==> src/rtl/ovl_parity_check_sched_pkg.sv <==
// Shared types and helpers for the parity-check scheduler.
// Scheduler state encoding and one-hot decode.
package ovl_parity_sched_pkg;

  typedef enum logic [1:0] {
    ST_RUN,
    ST_DRAIN,
    ST_PAUSED
  } sched_state_t;

  localparam int FIRE_ASSERT_BIT = 0;
  localparam int MAX_REQ = 16;

  function automatic logic [3:0] onehot_to_idx(
    input logic [MAX_REQ-1:0] oh
  );
    logic [3:0] idx;
    idx = '0;
    for (int i = 0; i < MAX_REQ; i++)
      if (oh[i]) idx = idx | 4'(i);
    return idx;
  endfunction

endpackage

==> src/rtl/ovl_parity_check_sched_if.sv <==
// Requester-side bus of the parity-check scheduler.
// Requesters drive req/data, the scheduler returns gnt.
interface ovl_parity_check_sched_if #(
  parameter int num_req = 4,
  parameter int width   = 8
) ();

  logic [num_req-1:0]       req;
  logic [num_req*width-1:0] data;
  logic [num_req-1:0]       gnt;

  modport master (
    output req,
    output data,
    input  gnt
  );

  modport slave (
    input  req,
    input  data,
    output gnt
  );

endinterface

==> src/rtl/ovl_parity_check_sched_rr_arbiter.sv <==
// Combinational round-robin pick over an eligible mask.
// Search starts at ptr and wraps; ptr storage lives in the parent.
module ovl_rr_arbiter #(
  parameter int num_req = 4,
  localparam int iw = $clog2(num_req)
) (
  input  logic [num_req-1:0] elig,
  input  logic [iw-1:0]      ptr,
  output logic [num_req-1:0] win_oh,
  output logic [iw-1:0]      win_idx,
  output logic               any
);

  import ovl_parity_sched_pkg::*;

  always_comb begin
    logic [iw-1:0] c;
    c      = '0;
    win_oh = '0;
    any    = 1'b0;
    for (int k = 0; k < num_req; k++) begin
      c = iw'((int'(ptr) + k) % num_req);
      if (!any && elig[c]) begin
        any       = 1'b1;
        win_oh[c] = 1'b1;
      end
    end
    win_idx = iw'(onehot_to_idx(16'(win_oh)));
  end

endmodule

==> src/rtl/ovl_parity_check_sched.sv <==
// Shares one odd-parity checker between requesters,
// attributing its fires back to the requester that was checked.
module ovl_parity_check_sched #(
  parameter int num_req     = 4,
  parameter int width       = 8,
  parameter int chk_latency = 1,
  parameter int cnt_width   = 8
) (
  input  logic                           clock,
  input  logic                           reset,
  ovl_parity_check_sched_if.slave        bus,
  input  logic [num_req-1:0]             req_mask,
  input  logic                           pause,
  input  logic                           clear_err,
  output logic                           chk_enable,
  output logic [width-1:0]               chk_test_expr,
  input  logic [2:0]                     fire_in,
  output logic [num_req-1:0]             err_sticky,
  output logic [num_req*cnt_width-1:0]   err_cnt,
  output logic                           stray_fire,
  output logic                           idle,
  output logic                           paused
);

  import ovl_parity_sched_pkg::*;

  localparam int iw = $clog2(num_req);
  localparam logic [cnt_width-1:0] CNT_MAX = '1;

  sched_state_t state;
  logic [iw-1:0] ptr_q;
  logic [iw-1:0] cur_idx;
  logic [num_req-1:0] elig;
  logic [num_req-1:0] win_oh;
  logic [iw-1:0] win_idx;
  logic any;
  logic do_grant;

  logic [chk_latency-1:0] tag_v;
  logic [chk_latency-1:0][iw-1:0] tag_id;
  logic last_v;
  logic [iw-1:0] last_id;

  logic [num_req-1:0][cnt_width-1:0] cnt_q;
  logic [num_req-1:0][cnt_width-1:0] cnt_d;
  logic [num_req-1:0] sticky_d;
  logic stray_d;
  logic fire_a;
  logic unused_fire;

  assign fire_a      = fire_in[FIRE_ASSERT_BIT];
  assign unused_fire = ^fire_in[2:1];

  // The in-flight grant is excluded so it cannot win twice.
  assign elig = bus.req & ~req_mask & ~bus.gnt;

  ovl_rr_arbiter #(.num_req(num_req)) u_arb (
    .elig    (elig),
    .ptr     (ptr_q),
    .win_oh  (win_oh),
    .win_idx (win_idx),
    .any     (any)
  );

  assign do_grant = any && !pause &&
    (state == ST_RUN || state == ST_PAUSED);

  always_ff @(posedge clock or posedge reset) begin
    if (reset) begin
      state         <= ST_RUN;
      bus.gnt       <= '0;
      chk_enable    <= 1'b0;
      chk_test_expr <= '0;
      ptr_q         <= '0;
      cur_idx       <= '0;
      paused        <= 1'b0;
    end else begin
      bus.gnt    <= '0;
      chk_enable <= 1'b0;
      unique case (state)
        ST_RUN: begin
          if (pause) state <= ST_DRAIN;
        end
        ST_DRAIN: begin
          if (!pause) begin
            state <= ST_RUN;
          end else if (tag_v == '0 && bus.gnt == '0) begin
            state  <= ST_PAUSED;
            paused <= 1'b1;
          end
        end
        ST_PAUSED: begin
          if (!pause) begin
            state  <= ST_RUN;
            paused <= 1'b0;
          end
        end
        default: state <= ST_RUN;
      endcase
      if (do_grant) begin
        bus.gnt       <= win_oh;
        chk_enable    <= 1'b1;
        chk_test_expr <= bus.data[win_idx*width +: width];
        cur_idx       <= win_idx;
        ptr_q <= (win_idx == iw'(num_req-1)) ?
          '0 : win_idx + iw'(1);
      end
    end
  end

  // Stage 0 loads on the edge where the checker samples.
  always_ff @(posedge clock or posedge reset) begin
    if (reset) begin
      tag_v  <= '0;
      tag_id <= '0;
    end else begin
      tag_v[0]  <= chk_enable;
      tag_id[0] <= cur_idx;
      for (int s = 1; s < chk_latency; s++) begin
        tag_v[s]  <= tag_v[s-1];
        tag_id[s] <= tag_id[s-1];
      end
    end
  end

  assign last_v  = tag_v[chk_latency-1];
  assign last_id = tag_id[chk_latency-1];

  // Clear first, then the coincident error lands on top.
  always_comb begin
    sticky_d = clear_err ? '0 : err_sticky;
    cnt_d    = clear_err ? '0 : cnt_q;
    stray_d  = clear_err ? 1'b0 : stray_fire;
    if (fire_a && last_v) begin
      sticky_d[last_id] = 1'b1;
      if (cnt_d[last_id] != CNT_MAX)
        cnt_d[last_id] = cnt_d[last_id] + cnt_width'(1);
    end
    if (fire_a && !last_v) stray_d = 1'b1;
  end

  always_ff @(posedge clock or posedge reset) begin
    if (reset) begin
      err_sticky <= '0;
      cnt_q      <= '0;
      stray_fire <= 1'b0;
    end else begin
      err_sticky <= sticky_d;
      cnt_q      <= cnt_d;
      stray_fire <= stray_d;
    end
  end

  assign err_cnt = cnt_q;
  assign idle    = (bus.gnt == '0) && (tag_v == '0);

endmodule

==> src/flat_wrapper.sv <==
// flat-port wrapper written by rule: the top's interface ports become plain ports
module ovl_parity_check_sched_flat import ovl_parity_sched_pkg::*;
#(
  parameter int num_req     = 4,
  parameter int width       = 8,
  parameter int chk_latency = 1,
  parameter int cnt_width   = 8
)
  (clock, reset, req_mask, pause, clear_err, chk_enable, chk_test_expr, fire_in, err_sticky, err_cnt, stray_fire, idle, paused, bus_req, bus_data, bus_gnt);
  ovl_parity_check_sched_if #(.num_req(num_req), .width(width)) bus_i ();
  input  logic clock;
  input  logic reset;
  input  logic [num_req-1:0] req_mask;
  input  logic pause;
  input  logic clear_err;
  output logic chk_enable;
  output logic [width-1:0] chk_test_expr;
  input  logic [2:0] fire_in;
  output logic [num_req-1:0] err_sticky;
  output logic [num_req*cnt_width-1:0] err_cnt;
  output logic stray_fire;
  output logic idle;
  output logic paused;
  input wire logic [$bits(bus_i.req)-1:0] bus_req;
  input wire logic [$bits(bus_i.data)-1:0] bus_data;
  output wire logic [$bits(bus_i.gnt)-1:0] bus_gnt;
  assign bus_i.req = bus_req;
  assign bus_i.data = bus_data;
  assign bus_gnt = bus_i.gnt;
  ovl_parity_check_sched #(.num_req(num_req), .width(width), .chk_latency(chk_latency), .cnt_width(cnt_width)) u_core (.clock(clock), .reset(reset), .bus(bus_i), .req_mask(req_mask), .pause(pause), .clear_err(clear_err), .chk_enable(chk_enable), .chk_test_expr(chk_test_expr), .fire_in(fire_in), .err_sticky(err_sticky), .err_cnt(err_cnt), .stray_fire(stray_fire), .idle(idle), .paused(paused));
endmodule
==> config.mk <==
export PLATFORM = sky130hd
export DESIGN_NAME = ovl_parity_check_sched_flat
export DESIGN_NICKNAME = d
export VERILOG_FILES = /design/src/rtl/ovl_parity_check_sched_pkg.sv /design/src/rtl/ovl_parity_check_sched_if.sv /design/src/rtl/ovl_parity_check_sched_rr_arbiter.sv /design/src/rtl/ovl_parity_check_sched.sv /design/src/flat_wrapper.sv
export SDC_FILE = /design/constraint.sdc
export NUM_CORES = 1
export LEC_CHECK = 0
export BUFFER_PORTS_ARGS = -buffer_cell sky130_fd_sc_hd__buf_2
export CAP_MARGIN = 40
export CORE_MARGIN = 3
export CORE_UTILIZATION = 47
export DETAILED_ROUTE_END_ITERATION = 12
export GPL_ROUTABILITY_DRIVEN = 0
export PLACE_DENSITY = 0.87
export SYNTH_ARGS = -nofsm -noshare
export SYNTH_HDL_FRONTEND = slang
export SYNTH_SLANG_ARGS = --single-unit
export TNS_END_PERCENT = 50
==> constraint.sdc <==
create_clock -name clock -period 2.65 [get_ports clock]
set_clock_uncertainty 0.1 [all_clocks]
set_input_delay 0.1325 -clock clock [delete_from_list [all_inputs] [get_ports clock]]
set_output_delay 0.1325 -clock clock [all_outputs]
set_load 0.05 [all_outputs]
==> After elaboration in Yosys (flattened, before gate mapping) <==
Cells that the tools add are included.
{ "word_totals": {"reg_bits": 60, "in_bits": 47, "output_inout_bits": 52, "word_cells": 127} }
{ "classes": {"n_addsub": 5, "eq_ne": 9, "n_shift": 1, "n_mux": 53, "n_reduce_logical": 25, "magnitude_cmp": 10, "bitwise": 9} }
{ "op_table": {"columns": ["operator", "n"], "rows": [
  ["$mux 32", 3],
  ["$bwmux 32", 1],
  ["$shiftx 32x6->8", 1],
  ["$mux 4", 7],
  ["$mux 1", 20],
  ["$bmux 8 s2", 1],
  ["$demux 8 s2", 1],
  ["$mux 8", 2],
  ["$or 4x4->4", 4],
  ["$lt 2x3->1 const B", 5],
  ["$mux 2", 7],
  ["$logic_and 1x1->1", 13],
  ["$demux 1 s2", 5],
  ["$ge 2x1->1 const B", 5],
  ["$add 8x1->8 const B", 1],
  ["$and 4x4->4", 2],
  ["$bmux 1 s2", 4],
  ["$ne 2x2->1 const B", 4],
  ["$ne 8x8->1 const B", 1],
  ["$not 4->4", 2],
  ["$pmux 2 s3", 1],
  ["$logic_not 1->1", 5],
  ["$add 2x1->2 const B", 2],
  ["$add 2x2->2 const B", 2],
  ["11 further kinds", 13]
]} }

==> Depth between registers and ports, before layout <==
{ "depth": {"ltp_word": 20, "ltp_mapped": 11, "depth_no_buf": 8} }

==> Hierarchy <==
A second synthesis with hierarchy kept.
{ "hier_totals": {"hier_cells": 349, "hier_area_um2": 3848.7} }
{ "by_module_without_submodules": {"columns": ["module", "cells_per_inst", "seq_area_each_um2", "n_inst", "area_each_um2"], "rows": [
  ["ovl_parity_check_sched", 279, 1501.4, 1, 3348.2],
  ["ovl_rr_arbiter", 70, 0.0, 1, 500.5]
]} }

==> Least setup slack after synthesis <==
Ideal clock, no wire load.
{ "synth_timing": {"path_type": "reg-to-reg", "startpoint": "register u_core.ptr_q[0]", "endpoint": "register u_core.chk_test_expr[5]", "path_buffers": 1, "period_less_slack_ns": 2.754, "path_slack_ns": -0.104, "required_time_ns": 2.418, "stages_incl_launch_ff": 10, "setup_time_ns": 0.132, "t_arrival_ns": 2.522, "path_cell_list": "dfrtp_1 > inv_1 > ha_1 > mux4_2 > nand3_1 > a31oi_2 > nor3_2 > buf_6 > mux2i_1 > o221ai_2"} }
{ "synth_via": {"elab_chain_cells": 16, "word_cells_on_any_way": 54, "classes_between": "3 x add/sub; 8 x order compare; 1 x shift; 27 x mux; 3 x bitwise; 12 x reduce/logical"} }
{ "synth_rtl": {"columns": ["element", "line_no", "text"], "rows": [
  ["start, declared", "ovl_parity_check_sched.sv:31", "logic [iw-1:0] ptr_q;"],
  ["start signal, assigned", "ovl_parity_check_sched.sv:105", "ptr_q <= (win_idx == iw'(num_req-1)) ?"],
  ["branches (longest 16 deep; another with $lt 2x3->1)", null, null],
  ["end signal, assigned", "ovl_parity_check_sched.sv:103", "chk_test_expr <= bus.data[win_idx*width +: width];"],
  ["end, declared", "ovl_parity_check_sched.sv:16", "output logic [width-1:0] chk_test_expr,"]
]} }
Parallel ways; which one is timed is not known. The select of a mux whose other input is x is not followed.
A chain may end at the register's enable or synchronous reset.

==> Worst setup path after layout <==
{ "layout_timing": {"startpoint": "register u_core.bus.gnt[3]", "endpoint": "register u_core.chk_test_expr[2]"} }
{ "layout_via": {"elab_chain_cells": 18, "word_cells_on_any_way": 33, "classes_between": "1 x shift; 19 x mux; 5 x bitwise; 8 x reduce/logical"} }
{ "layout_rtl": {"columns": ["element", "line_no", "text"], "rows": [
  ["start, declared", "ovl_parity_check_sched_if.sv:21", "output gnt"],
  ["start signal, assigned", "ovl_parity_check_sched.sv:101", "bus.gnt <= win_oh;"],
  ["$not 4->4 *", "ovl_parity_check_sched.sv:55", "assign elig = bus.req & ~req_mask & ~bus.gnt;"],
  ["$and 4x4->4 *", "ovl_parity_check_sched.sv:55", null],
  ["$bmux 1 s2", "ovl_parity_check_sched_rr_arbiter.sv:23", "if (!any && elig[c]) begin"],
  ["$mux 1 (not written as such)", "ovl_parity_check_sched_rr_arbiter.sv:23", null],
  ["$mux 1", "ovl_parity_check_sched_rr_arbiter.sv:23", null],
  ["$logic_not 1->1", "ovl_parity_check_sched_rr_arbiter.sv:23", null],
  ["$logic_and 1x1->1", "ovl_parity_check_sched_rr_arbiter.sv:23", null],
  ["$mux 1", "ovl_parity_check_sched_rr_arbiter.sv:23", null],
  ["$logic_not 1->1", "ovl_parity_check_sched_rr_arbiter.sv:23", null],
  ["$logic_and 1x1->1", "ovl_parity_check_sched_rr_arbiter.sv:23", null],
  ["$mux 1", "ovl_parity_check_sched_rr_arbiter.sv:23", null],
  ["$logic_not 1->1", "ovl_parity_check_sched_rr_arbiter.sv:23", null],
  ["$logic_and 1x1->1", "ovl_parity_check_sched_rr_arbiter.sv:23", null],
  ["$mux 4", "ovl_parity_check_sched_rr_arbiter.sv:23", null],
  ["$mux 1", "ovl_parity_check_sched_pkg.sv:20", "if (oh[i]) idx = idx | 4'(i);"],
  ["$mux 2 (2 in a row)", "ovl_parity_check_sched_pkg.sv:20", null],
  ["$shiftx 32x6->8", "ovl_parity_check_sched.sv:103", null]
]} }
Mark *: on every way between the ends. The rest lies on a longest branch, timed or not. The select of a mux whose other input is x is not followed.

==> flow_summary_export.csv <==
group,metric,value,unit
detailed_routing,wirelength,9.20,mm
pwr,p_int,2.76,mW
critical_path,startpoint_type,"register",
clock_network,htree_levels,3,
critical_path,r2r-start,"u_core.bus.gnt[3]",
grt,grt_use_total,22.4,%
pwr,p_sw,1.90,mW
floorplan,row_count,30,
pwr,p_per_area,997,mW/mm2
critical_path,path_depth,8,
clock_network,cts.clk_slew.worst_paths,0.07,ns
synth,synth.distinct_cells,48,
critical_path,rrSetupSlack,-0.006,ns
timing,fmax,377,MHz
floorplan,fp.dieH,92.2,um
critical_path,cp-startpoint,"u_core.bus.gnt[3]",
synth,synthArstFlopShare,100,%
hold_path,hold_path_class,"input port to register",
run,drv_cap,0,
synth,ys_ff_latch,60,
timing,slew_headroom,70.0,%
synth,synth_edf_count,0,
floorplan,io_pins,99,
final_layout,nFillCells,538,
synth,synth_cells,314,
placement,hpwl,6.75,mm
clock_network,cts.sinks,60,
clock_network,cts_buffer_depth,2,
timing,worst_slew_pin_slew,0.449,ns
detailed_routing,ant_nets,0,
detailed_routing,firstDrtPassIters,4,
floorplan,initial_core_util,49.8,%
critical_path,worstPathArrival,2.75,ns
pwr,max-vdd-ir-drop,619,uV
critical_path,cpPeakStageDelay,0.56,ns
grt,grt_max_degree,27,
final_layout,finalNetCount,504,
placement,port_buffers,96,
synth,synthDominantCellAreaShare,42.9,%
pwr,p_leak,2.42,nW
clock_network,cts_tree,"done",
critical_path,crit_family,"simple AND/OR/NAND/NOR gates",
run_status,status,"finished, violations left",
detailed_routing,drc,0,
final_layout,antenna_cells,0,
critical_path,path_buf_inv,1,
detailed_routing,vias,2981,
grt,grt_pass1_vias,3008,
clock_network,root_buffer,"clkbuf_8",
synth,syn-num-nets,370,
synth,synth_top_area_cell,"dfrtp_1",
detailed_routing,wl_per_cell,16.8,um
synth,ys_warn_count,0,
placement,dpl_cell_area,0.00432,mm2
critical_path,r2r_cells,8,
floorplan,die_area,0.00851,mm2
critical_path,crit_type,"register to register",
floorplan,core,0.00702,mm2
final_layout,multiInputGateArea,0.00192,mm2
synth,yosysSeqAreaShare,42.9,%
final_layout,synthToLayoutAreaGrowth,33.8,%
timing,fin_ws,-0.00559,ns
critical_path,cp_slowest_cell,"mux4_2",
run_status,violations,"negative setup slack",
floorplan,die_x,92.2,um
critical_path,rr_endpoint,"u_core.chk_test_expr[2]",
timing,finalSetupViolations,1,
synth,avgSynthCellArea,11.1,um2
detailed_routing,vias_per_cell,5.43,
timing,slew_violations,0,
clock_network,numCtsBuffers,9,
detailed_routing,drt_iter0_drc,169,
final_layout,finalInstanceArea,0.00468,mm2
pwr,pwr-share-clk,22.3,%
final_layout,layout-drive-gt1-share,44.2,%
critical_path,crit_chain,"or3b_4 > mux4_2 > nor2_2 > a31oi_4 > a2111oi_4 > or2b_1 > buf_12 > o221ai_1",
timing,finalCriticalPeriod,2.66,ns
critical_path,cp-end-kind,"register",
critical_path,worstPathRequired,2.75,ns
pwr,comb_power_share,51.5,%
pwr,p_sw_share,40.7,%
grt,antenna_found_initial,0,
synth,synth_area,0.00350,mm2
grt,grt_overflow_total,0,
critical_path,worstPathMaxFanout,9,
timing,period_share,100,%
final_layout,final-seq-area,0.00151,mm2
timing,finalHoldViolCount,0,
pwr,power_frac_seq,26.2,%
timing,finalHoldWorstSlack,0.0105,ns
synth,synth_area_leaders,"dfrtp_1, mux2i_1, mux4_2",
synth,synthFlopType,"dfrtp_1",
timing,rsz0062_at_grt,"true",
clock_network,clk_latency,0.34,ns
grt,grt_first_pass_wirelength,14.9,mm
critical_path,crit_end,"u_core.chk_test_expr[2]",
pwr,power,4.66,mW
## repair_timing
item	CTS	global route
buffers inserted	4	0
resized for setup	4	7
endpoints found under the hold margin	22	0
pin swaps	3	1
setup endpoints to repair	7	31
hold buffers	3	0
## worst min-delay path by stage
stage            startpoint                       to  slack [ns]  cells after the start
6_report        bus_data[5]  u_core.chk_test_expr[5]        0.01                      3
5_1_grt        bus_data[28]  u_core.chk_test_expr[4]        0.02                      3
3_5_place_dp          reset       u_core.err_cnt[20]        0.06                      2
3_3_place_gp          reset       u_core.err_cnt[12]        0.05                      2
4_1_cts        bus_data[28]  u_core.chk_test_expr[4]       0.002                      3
2_1_floorplan         pause          u_core.state[0]        0.17                      2
## metrics by stage
stage | utilization [%] | setup slack, ns | TNS, ns | instances
floorplan | - | -0.0140 | -0.0386 | 314
global placement | 61.6 | 0.0569 | 0 | 526
detailed placement | 61.6 | -0.0198 | -0.0345 | 526
CTS | 66.3 | -0.00416 | -0.00416 | 549
global route | 66.6 | -0.115 | -0.865 | 549
finish | 66.6 | -0.00559 | -0.00559 | 549
## power by group through the flow
stage          logic [mW]  clock network [mW]  registers, mW
2_1_floorplan        1.28                   0           1.58
3_3_place_gp         2.23                   0           1.22
3_5_place_dp         2.30                   0           1.23
4_1_cts              2.38                1.06           1.22
5_1_grt              2.56                1.10           1.24
6_report             2.40                1.04           1.22
## worst reg2reg max path: cells and delay by family (launching register included)
kind                   cells  cell delay [ns]
buffers and inverters      1             0.13
AOI/OAI and AO/OA          3             0.53
DFF                        1             0.40
and+or+nand+nor            3             0.81
muxes                      1             0.56
## layer usage
layer | vias up | track usage [%] | wire length, um
li1 | 1393 | - | -
met1 | 1471 | 29.7 | 4070
met2 | 105 | 37.7 | 4550
met3 | 12 | 3.12 | 451
met4 | 0 | 7.55 | 131
met5 | - | 0 | 0
## synthesized netlist by cell type, types with 3 or more instances
cell type	number
nand3_1	7
clkbuf_1	6
nor2_1	15
nor2b_1	14
o221ai_1	6
mux4_2	11
mux2_2	10
xor2_1	3
dfrtp_1	60
or3b_1	3
buf_2	4
ha_1	9
a21oi_1	6
xnor2_1	4
nor3b_1	4
o2bb2ai_1	4
nor3_1	4
o21ai_0	8
inv_1	14
nand2_1	23
mux2i_1	39
nand2b_1	27
## state kept, by name, summed over array words and instances (netlist names)
signal,cells
u_core.err_cnt,32
u_core.err_sticky,4
u_core.cur_idx,2
u_core.stray_fire,1
u_core.state,2
u_core.ptr_q,2
u_core.chk_enable,1
u_core.last_id,2
u_core.paused,1
u_core.bus.gnt,4
u_core.chk_test_expr,8
u_core.last_v,1
## logic make-up (layout without fill, tap and decap cells)
| family | after synthesis | after routing | synth area share, % |
|---|---|---|---|
| compound gates | 36 | 36 | 8.41 |
| flops | 60 | 60 | 42.9 |
| simple gates | 113 | 113 | 18.4 |
| fa+ha+maj | 9 | 9 | 3.22 |
| buf+inv | 29 | 168 | 3.79 |
| mux | 60 | 60 | 21.5 |
| xor+xnor | 7 | 7 | 1.75 |
## area by class of cell
type	count	area share (%)
inverters	15	1.20
well taps	96	2.57
repair buffers	137	17.6
clock buffers	12	3.32
clock inverters	4	2.03
multi-input cells	225	41.1
flip-flops and latches	60	32.2
## cells in the final DEF (no fill, tap or decap), drive strengths merged, types with 2 or more instances in the layout
cell type    instances
mux4                11
nand2b              27
nor3b                4
nor2                17
nand3                9
dfrtp               60
xnor2                4
and4b                2
inv                 14
mux2i               39
dlygate4sd3          3
a21oi                6
xor2                 3
nand2               24
o2bb2ai              4
clkinv               2
or3b                 4
clkbuf              12
o22ai                2
buf                134
a31oi                3
o21ai                8
mux2                10
and3                 2
nor3                 5
ha                   9
o221ai               8
bufinv               3
nor2b               14
Power figures use the tool's default switching activity.
